--- src/rtl/fetch_unit.sv ---
// fetch_unit: instruction-fetch stage of the 5-stage RISC-V pipeline.
//
// Issues one instruction-memory request at a time for the current pc, computes
// next_pc for the program_counter register (sequential +4, hold, redirect) and
// owns the IF/ID pipeline register with a one-entry skid buffer and flush.
//
// Ports:
//   clk, reset                 rising-edge clock, asynchronous active-high reset
//   pc                         current PC from program_counter
//   next_pc                    combinational next PC, loaded every cycle
//   imem_req/addr/gnt          request handshake; imem_addr always equals pc
//   imem_rvalid/rdata          in-order response, at most one per grant
//   stall                      ID cannot accept a new IF/ID entry
//   redirect/redirect_pc       taken branch/jump from EX, flushes the front end
//   if_id_valid/pc/instr       IF/ID pipeline register
module fetch_unit #(
  parameter logic [31:0] RESET_PC  = 32'h0000_0000,
  parameter logic [31:0] NOP_INSTR = 32'h0000_0013
) (
  input  logic        clk,
  input  logic        reset,
  input  logic [31:0] pc,
  output logic [31:0] next_pc,
  output logic        imem_req,
  output logic [31:0] imem_addr,
  input  logic        imem_gnt,
  input  logic        imem_rvalid,
  input  logic [31:0] imem_rdata,
  input  logic        stall,
  input  logic        redirect,
  input  logic [31:0] redirect_pc,
  output logic        if_id_valid,
  output logic [31:0] if_id_pc,
  output logic [31:0] if_id_instr
);

  typedef enum logic [1:0] {
    StReq,   // free to issue a request
    StWait,  // one request outstanding
    StFull,  // response parked in the skid buffer, waiting for ID
    StDrop   // outstanding response belongs to a flushed path
  } state_e;

  state_e      state_q;
  logic [31:0] req_pc_q;
  logic [31:0] skid_pc_q;
  logic [31:0] skid_instr_q;
  logic        accept;
  logic        grant;

  // IF/ID can take a new entry when empty or when ID consumes it this cycle.
  assign accept    = !if_id_valid || !stall;
  assign imem_addr = pc;
  assign grant     = imem_req && imem_gnt;

  // Request depends on rvalid (back-to-back issue) but never on imem_gnt.
  always_comb begin
    imem_req = 1'b0;
    case (state_q)
      StReq:   imem_req = !redirect;
      StWait:  imem_req = imem_rvalid && accept && !redirect;
      default: imem_req = 1'b0;
    endcase
    if (reset) begin
      imem_req = 1'b0;
    end
  end

  always_comb begin
    next_pc = pc;
    if (redirect) begin
      next_pc = {redirect_pc[31:2], 2'b00};
    end else if (grant) begin
      next_pc = pc + 32'd4;
    end
  end

  always_ff @(posedge clk or posedge reset) begin
    if (reset) begin
      state_q      <= StReq;
      req_pc_q     <= RESET_PC;
      skid_pc_q    <= RESET_PC;
      skid_instr_q <= NOP_INSTR;
      if_id_valid  <= 1'b0;
      if_id_pc     <= RESET_PC;
      if_id_instr  <= NOP_INSTR;
    end else begin
      if (grant) begin
        req_pc_q <= pc;
      end

      // Flush, or entry consumed with nothing new: empty the slot. A new entry
      // written below in the same cycle takes precedence.
      if (redirect || accept) begin
        if_id_valid <= 1'b0;
        if_id_instr <= NOP_INSTR;
      end

      case (state_q)
        StReq: begin
          if (grant) begin
            state_q <= StWait;
          end
        end
        StWait: begin
          if (imem_rvalid) begin
            if (redirect) begin
              state_q <= StReq;
            end else if (accept) begin
              if_id_valid <= 1'b1;
              if_id_pc    <= req_pc_q;
              if_id_instr <= imem_rdata;
              state_q     <= grant ? StWait : StReq;
            end else begin
              skid_pc_q    <= req_pc_q;
              skid_instr_q <= imem_rdata;
              state_q      <= StFull;
            end
          end else if (redirect) begin
            state_q <= StDrop;
          end
        end
        StFull: begin
          if (redirect) begin
            skid_pc_q    <= RESET_PC;
            skid_instr_q <= NOP_INSTR;
            state_q      <= StReq;
          end else if (!stall) begin
            if_id_valid <= 1'b1;
            if_id_pc    <= skid_pc_q;
            if_id_instr <= skid_instr_q;
            state_q     <= StReq;
          end
        end
        StDrop: begin
          if (imem_rvalid) begin
            state_q <= StReq;
          end
        end
        default: state_q <= StReq;
      endcase
    end
  end

endmodule

--- config.mk ---
export PLATFORM = sky130hd
export DESIGN_NAME = fetch_unit
export DESIGN_NICKNAME = d
export VERILOG_FILES = /design/src/rtl/fetch_unit.sv
export SDC_FILE = /design/constraint.sdc
export NUM_CORES = 1
export LEC_CHECK = 0
export ABC_CLOCK_PERIOD_IN_PS = 8000
export CORE_MARGIN = 4
export CORE_UTILIZATION = 43
export DETAILED_ROUTE_END_ITERATION = 6
export MAX_ROUTING_LAYER = met4
export PLACE_DENSITY_LB_ADDON = 0.12
export SETUP_SLACK_MARGIN = 0.15
export SLEW_MARGIN = 10
export SYNTH_ARGS = -nofsm -noshare
export SYNTH_HDL_FRONTEND = slang
export SYNTH_SLANG_ARGS = --single-unit
--- constraint.sdc ---
create_clock -name clk -period 8 [get_ports clk]
set_clock_uncertainty 0.1 [all_clocks]
set_input_delay 1.6 -clock clk [delete_from_list [all_inputs] [get_ports clk]]
set_output_delay 1.6 -clock clk [all_outputs]
set_load 0.005 [all_outputs]
==> summary.md, run 1 <==
| Metric | Value |
|---|---|
| P&R area growth vs syn | `32.50%` |
| Post_cts resized | `0` |
| Top-area cell type share of the netlist area | `45.82%` |
| Post-synthesis sequential area ratio | `47.66%` |
| Asr flop ratio synth | `100.0%` |
| Adder-cell share of the synthesized area | `0.7296%` |
| Reg clk slew, reported paths | `60 ps` |
| RSZ-0062 raised after global routing | `false` |
| Placed instance area | `10780 sq um` |
| Design Area, Final | `11360 sq um` |
| HP Class | `flop to flop` |
| Row Count | `51` |
| Setup violations, final | `0` |
| Number of port buffers | `229` |
| Post-synth EDFFs | `0` |
| R2R Setup Slk | `4660 ps` |
| Post-DP HPWL | `16160 um` |
| Synth cell types | `49` |
| Total global-route track usage | `22.67%` |
| Most frequently used flop master after synthesis | `dfrtp_1` |
| Post-Synth XOR/XNOR Area | `2.656%` |
| Cell taking the most area after synthesis | `dfrtp_1` |
| Ranking of synthesized cells by area | `dfrtp_1 46%, nand2_1 12%, o21ai_0 4.8%` |
| Critical path endpoint category | `primary output` |
| Commonest non-fill, non-tap cells in the layout | `265 x nand2_1, 228 x clkdlybuf4s50_1, 157 x dfrtp_1, 83 x o21ai_0, 50 x a21oi_1` |
| Most common cell after layout, fill and taps aside | `nand2_1` |
| Post-CTS Setup Inserts | `0` |
| Core area | `19530 sq um` |
| Clock sink count | `163` |
| CTS root buffer | `clkbuf_16` |
| Hold slack | `379.8 ps` |
| Mean area per synthesized cell | `8.776 sq um` |
| Critical path's largest stage delay | `970 ps` |
| Routed length per instance | `17.11 um` |
| Fin. max-slew vios | `0` |
| CTS tree | `done` |
| Critical Setup Path Class | `input pin to primary output` |
| Ratio of final minimum period to clock period | `79.07%` |
| Final std cells w/o fill | `1415` |
| Syn_nets | `1084` |
| Max_slew headroom | `23.50%` |
| Post-synthesis cell area | `8574 sq um` |
| Die width | `149.2 um` |
| Peak fanout along the critical path | `34` |
| Endpoints failing hold | `0` |
| CTS Hold Bufs | `0` |
| Max VDD drop | `0.2349 mV` |
| WP data required | `6300 ps` |
| Most used cell, CP | `clkdlybuf4s50_1` |
| Iter 0 DRT Violations | `488` |
| Startpoint Class | `input pin` |
| Layout cells sized above 1 | `8.870%` |
| Post-synthesis register bit count | `163` |
| Total of max-cap violations | `0` |
| Drt pass-1 iters | `5` |
| Status | `finished, final reports clean` |
| Simple-gate share of the synthesized area | `20.44%` |
| Critical path arrival | `4630 ps` |
| Leak | `4.921 nW` |
| Tmin final | `6326 ps` |
| Die height | `149.2 um` |
| Final #Nets | `1244` |
| Overall power | `3.589 mW` |
| Grt ovf | `0` |
| Largest net degree at the start of global routing | `93` |
| Via density | `5.264` |
| H-tree depth | `4` |
| Die area | `22260 sq um` |
| Buf/Inv on CP | `2` |
| Post-Syn Instances | `977` |
| Post-synthesis compound-gate area fraction | `16.43%` |
| Fmax | `158.1 MHz` |
| Syn. warnings | `0` |
| Num CTS Buffers | `17` |
| DRC | `0` |
| Max clock buf depth | `2` |
| Largest family of logic cells by synthesized area | `simple AND/OR/NAND/NOR gates` |
| Vias post-DR | `7448` |
| Vias in the first global route | `7306` |
| Starting Density | `43.91%` |
| Number of antenna violations at the first check in global routing | `0` |
| Post-synthesis mux area share | `4.684%` |
| CP cell instances | `clkdlybuf4s50_1 > nand2_1 > a31oi_4 > nor2_4 > mux2i_1 > o21ai_0 > clkdlybuf4s50_1` |
| Final TNS setup | `0 ps` |
| Diodes inserted | `0` |
| Cells after DPL | `1383` |
| Clk_lat worst skew | `420 ps` |
| Cell family with most CP delay | `simple AND/OR/NAND/NOR gates` |
| CP max-delay cell | `nor2_4` |
| # IOs | `232` |
| Global-route wire length before repair | `39390 um` |
| Post-DRT Antenna Nets | `0` |
| Final wirelength | `24210 um` |
| Slew @ Worst Pin | `1147 ps` |
| Pwr Density | `315.9 nW/um^2` |
| Gpl congestion | `0.8181` |
==> worst reg2reg max path: stages (launching register included) <==
cell	delay, ps
dfrtp_1	410
inv_1	110
ha_2	840
nand2b_1	110
buf_4	270
nand3_4	360
buf_4	700
o21ai_0	280
==> worst paths after layout <==
| check | from | cells after the start | end |
|---|---|---|---|
| max | stall | 7 | next_pc[3] |
| min | skid_instr_q[2] | 2 | skid_instr_q[2] |
| max reg2reg | state_q[0] | 7 | skid_pc_q[25] |
| min reg2reg | skid_instr_q[2] | 2 | skid_instr_q[2] |
| max in group asynchronous | reset | 3 | if_id_pc[7] |
| min in group asynchronous | reset | 2 | req_pc_q[23] |
==> where the power goes <==
part | internal (mW) | switching (mW)
Sequential | 1.19 | 0.185
Clock | 0.451 | 0.356
Combinational | 0.625 | 0.780
==> cell usage after synthesis, types with 15 or more instances <==
cell type    n
nand2_1    265
dfrtp_1    157
o21ai_0     83
a21oi_1     51
clkbuf_1    47
nor2_1      38
a31oi_1     33
mux2_2      33
buf_4       32
inv_1       29
xnor2_1     25
o22a_1      21
a22o_1      20
buf_2       15
o21ai_1     15
==> metal layers <==
metal / vias up / GRT usage [%] / routed length [um]
met5: - / - / 0
met4: 0 / 4.165 / 206
met3: 16 / 3.616 / 1128
met2: 208 / 36.75 / 11810
met1: 3590 / 30.68 / 11070
li1: 3634 / - / -
==> final cells by class <==
cell class / count / area, sq um
Fill cell: 1781 / 8165
Sequential cell: 163 / 4086
Multi-Input combinational cell: 686 / 3885
Timing Repair Buffer: 239 / 2362
Clock buffer: 19 / 452.9
Tap cell: 265 / 331.6
Clock inverter: 13 / 125.1
Inverter: 30 / 117.6
==> per-stage QoR <==
step / utilization (%) / setup WS, ps
floorplan: - / 1905
CTS: 58.18 / 1685
detailed placement: 55.22 / 1686
finish: 58.18 / 1674
global placement: 55.22 / 1728
global route: 58.18 / 1406
==> cell families (layout without fill, tap and decap cells) <==
| kind of cell | Yosys count | after routing |
|---|---|---|
| AO/OA/AOI/OAI | 233 | 233 |
| XOR/XNOR | 26 | 26 |
| adder cells (fa/ha/maj) | 5 | 5 |
| buffers and inverters | 128 | 301 |
| flip-flops | 163 | 163 |
| multiplexers | 36 | 36 |
| AND/OR/NAND/NOR | 386 | 386 |
==> state kept, by name (all words and copies together) (netlist names) <==
name	cells
if_id_instr	32
if_id_pc	32
req_pc_q	32
skid_instr_q	32
skid_pc_q	32
state_q	2
if_id_valid	1
(Power assumes the default switching activity.)
==> inputs of run 2 (changes only) <==
--- a/config.mk
+++ b/config.mk
@@ -5,7 +5,7 @@
 export SDC_FILE = /design/constraint.sdc
 export NUM_CORES = 1
 export LEC_CHECK = 0
-export ABC_CLOCK_PERIOD_IN_PS = 8000
+export ABC_CLOCK_PERIOD_IN_PS = 5400
 export CORE_MARGIN = 4
 export CORE_UTILIZATION = 43
 export DETAILED_ROUTE_END_ITERATION = 6
==> constraint.sdc (replaced) <==
create_clock -name clk -period 5.4 [get_ports clk]
set_clock_uncertainty 0.1 [all_clocks]
set_input_delay 1.08 -clock clk [delete_from_list [all_inputs] [get_ports clk]]
set_output_delay 1.08 -clock clk [all_outputs]
set_load 0.005 [all_outputs]
==> run 2 against run 1 <==
  * Via count decreased by 1.1%
  * First-iteration DRC count increased by 0.20%
  * Critical endpoint is now next_pc[28]
  * Sequential share of layout area fell by 0.27 points
  * Critical path type unchanged
  * Critical path depth rose by 1
  * Sequential cell count did not move
  * Hold slack is essentially flat
==> summary.md, run 2 (synthesized netlist as in run 1, its figures left out) <==
| Metric | Value |
|---|---|
| Diodes inserted | `0 (unchanged)` |
| Die height | `149.2 um (unchanged)` |
| Critical path's largest stage delay | `600 ps (-370 ps)` |
| Critical Setup Path Class | `input pin to primary output` |
| Endpoints failing hold | `0 (unchanged)` |
| Drt pass-1 iters | `5 (unchanged)` |
| Max VDD drop | `0.2873 mV (+22%)` |
| Via density | `5.176 (-1.7%)` |
| Final #Nets | `1252 (+0.64%)` |
| Num CTS Buffers | `17 (unchanged)` |
| WP data required | `4220 ps (-2080 ps)` |
| Startpoint Class | `input pin` |
| Vias post-DR | `7365 (-1.1%)` |
| Die area | `22260 sq um (unchanged)` |
| # IOs | `232 (unchanged)` |
| Iter 0 DRT Violations | `489 (+0.20%)` |
| DRC | `0 (unchanged)` |
| RSZ-0062 raised after global routing | `false` |
| Layout cells sized above 1 | `9.499% (+0.63 points)` |
| Area of the multi-input gates | `3885 sq um (unchanged)` |
| Status | `finished, final reports clean` |
| Most used cell, CP | `clkdlybuf4s50_1` |
| Post-DRT Antenna Nets | `0 (unchanged)` |
| Reg clk slew, reported paths | `70 ps (about the same)` |
| FILL cells | `1780 (-0.056%)` |
| Largest net degree at the start of global routing | `164 (+76%)` |
| CTS Hold Bufs | `0 (unchanged)` |
| Critical path arrival | `3660 ps (-970 ps)` |
| Row Count | `51 (unchanged)` |
| Max clock buf depth | `2 (unchanged)` |
| HP Class | `flop to flop` |
| Die width | `149.2 um (unchanged)` |
| Grt ovf | `0 (unchanged)` |
| Reg area | `4086 sq um (unchanged)` |
| Vias in the first global route | `7290 (-0.22%)` |
| Gpl congestion | `0.8383 (+2.5%)` |
| Peak fanout along the critical path | `10 (-71%)` |
| Total of max-cap violations | `0 (unchanged)` |
| Placed instance area | `10850 sq um (+0.66%)` |
| Clock sink count | `163 (unchanged)` |
| Final wirelength | `24290 um (+0.33%)` |
| CTS tree | `done` |
| Number of antenna violations at the first check in global routing | `0 (unchanged)` |
| Slew @ Worst Pin | `1120 ps (-27.81 ps)` |
| Ratio of final minimum period to clock period | `89.71%` |
| Starting Density | `43.91% (unchanged)` |
| Post-CTS Setup Inserts | `0 (unchanged)` |
| Post-DP HPWL | `16530 um (+2.3%)` |
| Setup violations, final | `0 (unchanged)` |
| Tmin final | `4844 ps` |
| Most common cell after layout, fill and taps aside | `nand2_1` |
| Clk_lat worst skew | `420 ps (about the same)` |
| H-tree depth | `4 (unchanged)` |
| Fin. max-slew vios | `0 (unchanged)` |
| Design Area, Final | `11450 sq um (+0.76%)` |
| Post_cts resized | `0 (unchanged)` |
| Routed length per instance | `17.07 um (-0.23%)` |
| P&R area growth vs syn | `33.50%` |
| Final TNS setup | `0 ps (unchanged)` |
| Global-route wire length before repair | `39070 um (-0.79%)` |
| CP max-delay cell | `clkdlybuf4s50_1` |
| CP cell instances | `clkdlybuf4s50_1 > ha_1 > nand3_1 > or2_1 > nor3_4 > nor4b_1 > or3_1 > clkdlybuf4s50_1` |
| Number of port buffers | `229 (unchanged)` |
| Pwr Density | `467.8 nW/um^2 (+48%)` |
| Commonest non-fill, non-tap cells in the layout | `265 x nand2_1, 228 x clkdlybuf4s50_1, 157 x dfrtp_1, 83 x o21ai_0, 50 x a21oi_1` |
| Leak | `4.958 nW (+0.74%)` |
| Critical path endpoint category | `primary output` |
| Core area | `19530 sq um (unchanged)` |
| Max_slew headroom | `25.35% (+1.9 points)` |
| Hold slack | `379.9 ps (+0.08100 ps)` |
| Fmax | `206.4 MHz` |
| CTS root buffer | `clkbuf_16` |
| Total global-route track usage | `22.58% (-0.090 points)` |
[run 2: report_power, final]
part / total (mW) / leakage (nW) / internal, mW / switching (mW)
combinational: 2.09 / 2.66 / 0.932 / 1.15
sequential: 2.04 / 2.02 / 1.77 / 0.272
clock: 1.23 / 0.277 / 0.700 / 0.530
[run 2: final timing paths]
check	from	slack [ps]	depth (start not counted)	endpoint
setup / recovery	pc[3]	560	8	next_pc[28]
hold / removal	skid_instr_q[4]	380	2	skid_instr_q[4]
setup reg to reg	state_q[0]	2030	7	skid_pc_q[21]
hold reg to reg	skid_instr_q[4]	380	2	skid_instr_q[4]
max in group asynchronous	reset	3330	3	if_id_pc[16]
min in group asynchronous	reset	1220	3	skid_pc_q[27]
[run 2: per-layer routing]
layer	up-vias	share of wire (%)	track usage, %
met5	-	0	-
met4	0	1.3	5.629
met3	26	4.9	4.041
met2	184	48	35.32
met1	3512	46	30.75
li1	3643	-	-
[run 2: worst max-delay path: cells and delay by family]
family | cells | cell delay (ps)
adders and majority gates | 1 | 260
buffers and inverters | 2 | 1110
and+or+nand+nor | 5 | 1220
[run 2: stage by stage]
step	power [mW]	instances	util (%)	setup WS [ps]
global placement	4.110	1391	55.59	560.4
CTS	5.416	1423	58.62	522.3
detailed placement	4.169	1391	55.59	536.3
floorplan	3.279	977	-	1701
global route	5.763	1423	58.62	331.2
finish	5.355	1423	58.62	555.6
[run 2: layout make-up]
type                    instances  share of cell area, %
clock buffers                  18                  3.836
clock inverters                14                  1.344
inverters                      30                  1.017
multi-input cells             686                  33.94
flip-flops and latches        163                  35.70
well taps                     265                  2.896
repair buffers                247                  21.27
